<file path="config.mk">
export PLATFORM = sky130hd
export DESIGN_NAME = timer_snapshot_master
export DESIGN_NICKNAME = d
export VERILOG_FILES = /design/src/rtl/timer_snapshot_master.sv
export SDC_FILE = /design/constraint.sdc
export NUM_CORES = 1
export LEC_CHECK = 0
export ABC_AREA = 1
export CELL_PAD_IN_SITES_DETAIL_PLACEMENT = 0
export CELL_PAD_IN_SITES_GLOBAL_PLACEMENT = 1
export CORE_UTILIZATION = 30
export DETAILED_ROUTE_END_ITERATION = 16
export GPL_ROUTABILITY_DRIVEN = 0
export PLACE_DENSITY_LB_ADDON = 0.1
export SLEW_MARGIN = 20
export SYNTH_ARGS = -nofsm -noshare
export SYNTH_HDL_FRONTEND = slang
export SYNTH_SLANG_ARGS = --single-unit
</file>
<file path="constraint.sdc">
create_clock -name clk -period 2.7 [get_ports clk]
set_clock_uncertainty 0.15 [all_clocks]
set_input_delay 0.675 -clock clk [delete_from_list [all_inputs] [get_ports clk]]
set_output_delay 0.675 -clock clk [all_outputs]
set_load 0.01 [all_outputs]
</file>
<file path="src/rtl/timer_snapshot_master.sv">
// timer_snapshot_master
//   Slot-interface initiator for a 48-bit timer I/O core. It gives a local client a coherent
//   48-bit count from a single request: the slot is read hi/lo/hi, and the lo/hi pair is re-read
//   while the high word keeps changing, so a carry out of the low word cannot tear the value.
//   It also issues control-register writes (go/clear) on request.
//
// Ports
//   clk, reset        system clock; synchronous active-high reset
//   rd_req            request a 48-bit snapshot (accepted only while ready=1)
//   wr_req            request a control write (accepted only while ready=1, wins over rd_req)
//   wr_go, wr_clear   control bits sampled together with wr_req
//   ready             idle, can accept a request
//   done              one-cycle completion pulse
//   err               with done: snapshot retries exhausted
//   snapshot          last coherent count, held until the next successful read
//   cs, read, write   slot strobes
//   addr, wr_data     slot register address and write data
//   rd_data           slot read data, combinational from addr

module timer_snapshot_master #(
    parameter logic [4:0]  ADDR_LO   = 5'd0,
    parameter logic [4:0]  ADDR_HI   = 5'd1,
    parameter logic [4:0]  ADDR_CTRL = 5'd2,
    parameter int unsigned MAX_RETRY = 3
) (
    input  logic        clk,
    input  logic        reset,
    input  logic        rd_req,
    input  logic        wr_req,
    input  logic        wr_go,
    input  logic        wr_clear,
    output logic        ready,
    output logic        done,
    output logic        err,
    output logic [47:0] snapshot,
    output logic        cs,
    output logic        read,
    output logic        write,
    output logic [4:0]  addr,
    output logic [31:0] wr_data,
    input  logic [31:0] rd_data
);

    localparam logic [3:0] MaxRetry = 4'(MAX_RETRY);

    typedef enum logic [2:0] {
        StIdle,
        StRdHi1,
        StRdLo,
        StRdHi2,
        StWrCtrl,
        StDone
    } state_e;

    state_e      state;
    logic [3:0]  retry;
    logic [15:0] hi1;
    logic [31:0] lo;
    logic [15:0] hi2;

    // Only the low 16 bits of the hi register carry count bits.
    logic [15:0] rd_hi;
    assign rd_hi = rd_data[15:0];

    // Outputs are registered and loaded with the values belonging to the state being entered,
    // so each output is a pure function of the current state (Moore), apart from the held
    // snapshot/err results.
    always_ff @(posedge clk) begin
        if (reset) begin
            state    <= StIdle;
            retry    <= 4'd0;
            hi1      <= 16'h0;
            lo       <= 32'h0;
            hi2      <= 16'h0;
            ready    <= 1'b1;
            done     <= 1'b0;
            err      <= 1'b0;
            snapshot <= 48'h0;
            cs       <= 1'b0;
            read     <= 1'b0;
            write    <= 1'b0;
            addr     <= 5'd0;
            wr_data  <= 32'h0;
        end else begin
            unique case (state)
                StIdle: begin
                    // wr_req wins; a simultaneous rd_req is dropped, not queued.
                    if (wr_req) begin
                        state   <= StWrCtrl;
                        ready   <= 1'b0;
                        cs      <= 1'b1;
                        write   <= 1'b1;
                        addr    <= ADDR_CTRL;
                        wr_data <= {30'b0, wr_clear, wr_go};
                    end else if (rd_req) begin
                        state <= StRdHi1;
                        retry <= 4'd0;
                        ready <= 1'b0;
                        cs    <= 1'b1;
                        read  <= 1'b1;
                        addr  <= ADDR_HI;
                    end
                end

                StRdHi1: begin
                    hi1   <= rd_hi;
                    state <= StRdLo;
                    addr  <= ADDR_LO;
                end

                StRdLo: begin
                    lo    <= rd_data;
                    state <= StRdHi2;
                    addr  <= ADDR_HI;
                end

                StRdHi2: begin
                    hi2 <= rd_hi;
                    if (rd_hi != hi1 && retry < MaxRetry) begin
                        // High word moved under us: the new hi becomes the reference and
                        // only the lo/hi pair is re-read.
                        hi1   <= rd_hi;
                        retry <= retry + 4'd1;
                        state <= StRdLo;
                        addr  <= ADDR_LO;
                    end else begin
                        if (rd_hi == hi1) begin
                            snapshot <= {rd_hi, lo};
                            err      <= 1'b0;
                        end else begin
                            err <= 1'b1;
                        end
                        state <= StDone;
                        done  <= 1'b1;
                        cs    <= 1'b0;
                        read  <= 1'b0;
                        addr  <= 5'd0;
                    end
                end

                StWrCtrl: begin
                    state   <= StDone;
                    done    <= 1'b1;
                    err     <= 1'b0;
                    cs      <= 1'b0;
                    write   <= 1'b0;
                    addr    <= 5'd0;
                    wr_data <= 32'h0;
                end

                StDone: begin
                    state <= StIdle;
                    done  <= 1'b0;
                    err   <= 1'b0;
                    ready <= 1'b1;
                end

                default: begin
                    state   <= StIdle;
                    ready   <= 1'b1;
                    done    <= 1'b0;
                    err     <= 1'b0;
                    cs      <= 1'b0;
                    read    <= 1'b0;
                    write   <= 1'b0;
                    addr    <= 5'd0;
                    wr_data <= 32'h0;
                end
            endcase
        end
    end

endmodule

</file>
==> flow_summary.yaml, run 1 <==
run_status:
  status: "finished, final reports clean"
power_and_ir_drop:
  net-switching-power_mw: 1.71
  power_mw: 5.86
  vdd_drop_max_mv: 0.475
  seqPwrFrac_pct: 36.6
  sw_frac_of_total_pct: 29.2
  combPwrFrac_pct: 21.0
  p_int_mw: 4.15
  p_leak_nw: 2.70
  p_per_area_mw_per_mm2: 900
  clkPwrFrac_pct: 42.4
min_path:
  worstHoldPathType: "flip-flop to flip-flop"
setup_path:
  crit_chain: "clkdlybuf4s50_1, inv_1, nand2_1, nand2_1, nor2_1, nand2_1, nor2_4, nand2_2, nand3_4, nand2_4, inv_6, nor2_1, nor2_1"
  crit_slowest_cell: "clkdlybuf4s50_1"
  crit_type: "input port to flip-flop"
  critPathMaxFanout: 17
  cp-end-kind: "flip-flop"
  cp.required_ns: 2.90
  cp-start-kind: "input port"
  slowest_delay_ns: 0.54
  critPathArrivalTime_ns: 2.53
layout:
  post-route-util_pct: 42.5
  stdcell_count: 969
  layout-drive-gt1-share_pct: 8.97
  syn_to_final_growth_pct: 37.2
  diodes: 0
  final_cell_area_mm2: 0.00651
  fin_nets: 785
timing:
  slew_headroom_pct: 37.0
  tightest_slew_ns: 0.944
  maxSlewViolCount: 0
  timing.final.crit_period_ns: 2.33
  fmax_mhz: 429
  rsz0062_at_grt: "false"
  fin_setup_tns_ns: 0
  period_share_pct: 86.4
  fin_ws_ns: 0.367
  hold_violations: 0
  holdWs_ns: 0.290
  setup_viol: 0
die:
  dieArea_mm2: 0.0163
  num_rows: 45
  io_pins: 129
  die_x_um: 128
  core_area_mm2: 0.0153
  initial_core_util_pct: 31.0
  die_h_um: 128
drt:
  ant_nets: 0
  vias: 4084
  drt_iter0_markers: 212
  drc: 0
  routed_wl_um: 11400
  vias_per_cell: 4.21
  dr.pass1.iters: 4
  wl_per_cell_um: 11.7
logic_synthesis:
  ys_types: 29
  synth.cell_area_mm2: 0.00475
  yosys_register_bits: 113
  ys.flop_type: "dfxtp_1"
  yosysSeqAreaShare_pct: 47.7
  async_flop_share_pct: 0
  syn_avg_cell_area_um2: 7.37
  synth_edf_count: 0
  yosysWarnings: 0
  synth_cells: 644
clock_network:
  cts_made_buffers: 17
  ctsResizeCount: 0
  cts_setup_buffers: 0
  clock_sinks: 113
  clock_path_buffers: 2
  cts_tree: "built"
  cts-hold-fix-buffers: 0
  clk_latency_ns: 0.42
  cts_root_buf: "clkbuf_16"
  clkTransAtPathRegs_ns: 0.05
  htree_num_levels: 4
global_routing:
  grt_pass1_vias: 3641
  globalRouteMet2Util_pct: 22.2
  grt_pass1_wl_um: 18400
  antenna_found_initial: 0
  grt.total_usage_pct: 14.9
  grt_start_max_net_pins: 103
  overflow: 0
  grt.busiest_layer: "met2"
  met3_usage_pct: 4.67
  grtUsageMet1_pct: 19.4
placed_design:
  portBuffers: 95
  dpl.cell_count: 938
  placed_cell_area_mm2: 0.00586
  place_worst_setup_slack_ns: -0.0997
  dpl.hpwl_um: 7400
flow_run:
  drv_cap: 0
## flip-flops by register name, summed over array words and instances, names as in the netlist
name and flops:
retry 4, read 1, addr 2, err 1, cs 1, done 1
hi1 16, write 1, wr_data 2, snapshot 48, lo 32, ready 1
state 3
## power groups by stage
stage | clock, mW | sequential (mW) | combinational, mW
2_1_floorplan | 0 | 2.17 | 0.879
3_3_place_gp | 0 | 2.17 | 1.23
3_5_place_dp | 0 | 2.18 | 1.24
4_1_cts | 2.55 | 2.15 | 1.25
5_1_grt | 2.63 | 2.18 | 1.42
6_report | 2.49 | 2.15 | 1.23
## final timing paths
| check | slack (ns) | start | to | depth (start not counted) |
|---|---|---|---|---|
| setup / recovery | 0.37 | rd_data[4] | hi1[3]$_SDFFE_PP0P_ | 13 |
| hold / removal | 0.29 | snapshot[20]$_SDFFE_PP0P_ | snapshot[20]$_SDFFE_PP0P_ | 2 |
| setup reg to reg | 0.61 | state[2]$_SDFFE_PP0P_ | cs$_SDFFE_PP0P_ | 10 |
| hold reg to reg | 0.29 | snapshot[20]$_SDFFE_PP0P_ | snapshot[20]$_SDFFE_PP0P_ | 2 |
## cell usage in the layout (no fill, tap or decap)
cell type,Yosys,final
clkinv_2,0,3
clkdlybuf4s50_1,0,95
nand3_1,4,4
clkbuf_1,23,1
nand3_2,2,2
or2_2,1,1
nand4_1,4,4
nand2_4,1,1
clkbuf_8,0,3
inv_2,5,6
inv_6,1,1
buf_4,33,17
o21ai_0,95,95
nor2_4,3,4
nand2_2,2,2
nand3_4,2,2
nor3_1,2,2
inv_1,88,87
ha_1,1,1
buf_12,0,2
clkinv_4,0,1
o21ai_1,5,5
clkinvlp_4,0,1
bufinv_16,0,5
o211ai_1,2,2
o22ai_1,1,1
clkinv_1,1,1
conb_1,1,33
clkbuf_16,0,17
nor2_1,112,111
nand2_1,66,66
dfxtp_1,113,113
a21oi_1,69,69
## layer usage
metal	share of wire, %	wire, µm	vias to the layer above
li1	-	-	2169
met1	49	5610	1802
met2	44	5040	97
met3	4.7	540	16
met4	1.6	180	0
met5	0	0	-
## synth_stat cells (2+ instances only)
master / n / area [µm²]
a21oi_1: 69 / 345
buf_2: 2 / 10.0
buf_4: 33 / 248
buf_6: 3 / 33.8
clkbuf_1: 23 / 86.3
dfxtp_1: 113 / 2260
inv_1: 88 / 330
inv_2: 5 / 18.8
nand2_1: 66 / 248
nand2_2: 2 / 12.5
nand3_1: 4 / 20.0
nand3_2: 2 / 20.0
nand3_4: 2 / 35.0
nand4_1: 4 / 25.0
nor2_1: 112 / 420
nor2_4: 3 / 33.8
nor3_1: 2 / 10.0
o211ai_1: 2 / 15.0
o21ai_0: 95 / 475
o21ai_1: 5 / 25.0
## critical path: cells and delay by family
kind / cells / cell delay, ns
and+or+nand+nor: 10 / 1.02
buffers and inverters: 3 / 0.81
## cell type report
| class | count | area (µm²) |
|---|---|---|
| Tap cell | 211 | 264 |
| Clock inverter | 10 | 181 |
| Timing Repair Buffer | 114 | 1120 |
| Multi-Input combinational cell | 405 | 1850 |
| Inverter | 95 | 362 |
| Clock buffer | 21 | 470 |
| Fill cell | 1606 | 8800 |
| Sequential cell | 113 | 2260 |
## logic make-up (layout without fill, tap and decap cells)
group           count (synthesis)  count (layout)  synth area share (%)
compound gates                172             172                  18.3
fa+ha+maj                       1               1                 0.264
simple gates                  199             199                  17.7
other cells                     1              33                0.0790
flops                         113             113                  47.7
buf+inv                       158             240                  16.0
Power figures use the tool's default switching activity.
==> inputs of run 2 (changes only) <==
==> constraint.sdc (replaced) <==
create_clock -name clk -period 2.45 [get_ports clk]
set_clock_uncertainty 0.15 [all_clocks]
set_input_delay 0.6125 -clock clk [delete_from_list [all_inputs] [get_ports clk]]
set_output_delay 0.6125 -clock clk [all_outputs]
set_load 0.01 [all_outputs]
==> flow_summary.yaml, run 2 (synthesized netlist as in run 1, its figures left out) <==
setup_path:
  critPathMaxFanout: 17
  cp-end-kind: "flip-flop"
  cp_num_cells: 13
  crit_type: "input port to flip-flop"
  cp.required_ns: 2.65
  crit_buf_inv: 3
  crit_slowest_cell: "clkdlybuf4s50_1"
  critPathArrivalTime_ns: 2.43
  critPathTopFamily: "simple AND/OR/NAND/NOR gates"
  crit_path_start: "rd_data[14]"
  reg2reg_depth: 10
  cp-start-kind: "input port"
  slowest_delay_ns: 0.57
  crit_chain: "clkdlybuf4s50_1, inv_2, nand2_1, nand2_1, nor2_1, nand2_1, nor2_4, nand2_2, nand3_4, nand2_4, inv_8, nor2_1, nor2_1"
  r2r_start: "state[2]$_SDFFE_PP0P_"
clock_network:
  cts_setup_buffers: 0
  cts_made_buffers: 17
  htree_num_levels: 4
  cts_tree: "built"
  clock_sinks: 113
  clock_path_buffers: 2
  clkTransAtPathRegs_ns: 0.05
  cts-hold-fix-buffers: 0
  cts_root_buf: "clkbuf_16"
  clk_latency_ns: 0.42
global_routing:
  grt_pass1_vias: 3893
  globalRouteMet2Util_pct: 23.9
  grt.busiest_layer: "met2"
  overflow: 0
  antenna_found_initial: 0
  grt_start_max_net_pins: 63
  grt.total_usage_pct: 15.1
  met3_usage_pct: 4.59
  grt_pass1_wl_um: 18800
  grtUsageMet1_pct: 18.5
layout:
  post-route-util_pct: 43.2
  final_cell_area_mm2: 0.00662
  syn_to_final_growth_pct: 39.5
  layout-drive-gt1-share_pct: 11.2
  largest_reg_flops: 48
  largest_registers: "snapshot: 48 flops, lo: 32 flops, hi1: 16 flops"
  layout.cells.most_common: "dfxtp_1"
  fin_nets: 804
  diodes: 0
  regMostFlops: "snapshot"
  fill_cells: 1565
  final_cell_mix: "113 x dfxtp_1, 111 x nor2_1, 95 x o21ai_0, 95 x clkdlybuf4s50_1, 87 x inv_1"
timing:
  fmax_mhz: 447
  timing.final.crit_period_ns: 2.24
  hold_violations: 0
  maxSlewViolCount: 0
  period_share_pct: 91.3
  setup_viol: 0
  rsz0062_at_grt: "false"
run_status:
  status: "finished, final reports clean"
drt:
  drt_iter0_markers: 189
  dr.pass1.iters: 4
  drc: 0
  ant_nets: 0
  vias: 4136
  vias_per_cell: 4.18
  routed_wl_um: 11500
  wl_per_cell_um: 11.7
power_and_ir_drop:
  sw_frac_of_total_pct: 30.0
  combPwrFrac_pct: 22.2
  p_int_mw: 4.35
  seqPwrFrac_pct: 38.1
  vdd_drop_max_mv: 0.607
  p_leak_nw: 2.76
  net-switching-power_mw: 1.86
  clkPwrFrac_pct: 39.7
  p_per_area_mw_per_mm2: 938
  power_mw: 6.21
die:
  num_rows: 45
  die_x_um: 128
  die_h_um: 128
  initial_core_util_pct: 31.0
  io_pins: 129
  core_area_mm2: 0.0153
  dieArea_mm2: 0.0163
min_path:
  worstHoldPathType: "flip-flop to flip-flop"
  hold_depth: 2
  hold_start: "snapshot[6]$_SDFFE_PP0P_"
flow_run:
  drv_cap: 0
placed_design:
  dpl.hpwl_um: 7980
  portBuffers: 95
  placed_cell_area_mm2: 0.00601
==> run 2: changes by cell type in the layout (fill, tap and decap cells not counted), sizes merged <==
cell	previous run	this run
buf	19	38
bufinv	5	2
clkbuf	21	24
clkinv	5	4
clkinvlp	1	3
==> run 2: final timing paths <==
path                              end  slack (ns)
max              hi1[10]$_SDFFE_PP0P_        0.21
min          snapshot[6]$_SDFFE_PP0P_        0.29
max reg2reg     state[0]$_SDFFE_PP0P_        0.58
min reg2reg  snapshot[6]$_SDFFE_PP0P_        0.29
==> run 2: per-layer routing <==
| layer | part of all wire (%) | up-vias |
|---|---|---|
| li1 | - | 2204 |
| met4 | 1.5 | 0 |
| met5 | 0 | - |
| met3 | 4.6 | 14 |
| met2 | 46 | 86 |
| met1 | 48 | 1832 |
==> run 2: layout make-up <==
class,instances,area (µm²),share of cell area [%]
clock buffer,24,502,7.58
inverter,95,364,5.50
sequential,113,2260,34.2
tap,211,264,3.99
multi-input combinational,405,1850,28.0
clock inverter,8,101,1.53
timing repair buffer,133,1270,19.2
==> run 2: power groups by stage <==
stage | registers, mW | clock network, mW | logic (mW)
final | 2.36 | 2.47 | 1.38
after global routing | 2.41 | 2.63 | 1.58
after CTS | 2.37 | 2.54 | 1.40
after detailed placement | 2.40 | 0 | 1.39
after global placement | 2.39 | 0 | 1.38
after floorplan | 2.39 | 0 | 0.969
==> run 2: through the flow <==
step / instances / worst slack, ns / TNS [ns] / hold WS (ns)
3_3_place_gp: 957 / -0.271 / -14.28 / 0.282
6_report: 989 / 0.212 / 0 / 0.289
4_1_cts: 989 / 0.163 / 0 / 0.293
5_1_grt: 989 / 0.0132 / 0 / 0.308
3_5_place_dp: 957 / -0.262 / -14.37 / 0.284
2_1_floorplan: 676 / 0.568 / 0 / 0.269
==> run 2: timing repair <==
| item | 4_1_cts | 5_1_grt |
|---|---|---|
| hold endpoints to repair | 0 | 0 |
| endpoints found under the setup margin | 0 | 1 |
| gates resized for setup | 0 | 1 |
==> run 2: worst reg2reg max path, cell delays in order, from the launching register on <==
cell	delay (ns)
dfxtp_1	0.30
inv_1	0.17
nand2_2	0.14
nor2_4	0.19
inv_1	0.12
or2_2	0.33
nand2_1	0.14
nor2_1	0.09
nand2_1	0.06
nand3_1	0.06
inv_1	0.06
==> inputs of run 3 (changes only) <==
--- a/config.mk
+++ b/config.mk
@@ -12,7 +12,9 @@
 export DETAILED_ROUTE_END_ITERATION = 16
 export GPL_ROUTABILITY_DRIVEN = 0
 export PLACE_DENSITY_LB_ADDON = 0.1
+export SKIP_CTS_REPAIR_TIMING = 1
 export SLEW_MARGIN = 20
 export SYNTH_ARGS = -nofsm -noshare
 export SYNTH_HDL_FRONTEND = slang
 export SYNTH_SLANG_ARGS = --single-unit
+export TNS_END_PERCENT = 5
==> results of run 3 <==
Same layout as run 2: the final DEF is identical, and so are final timing and power.
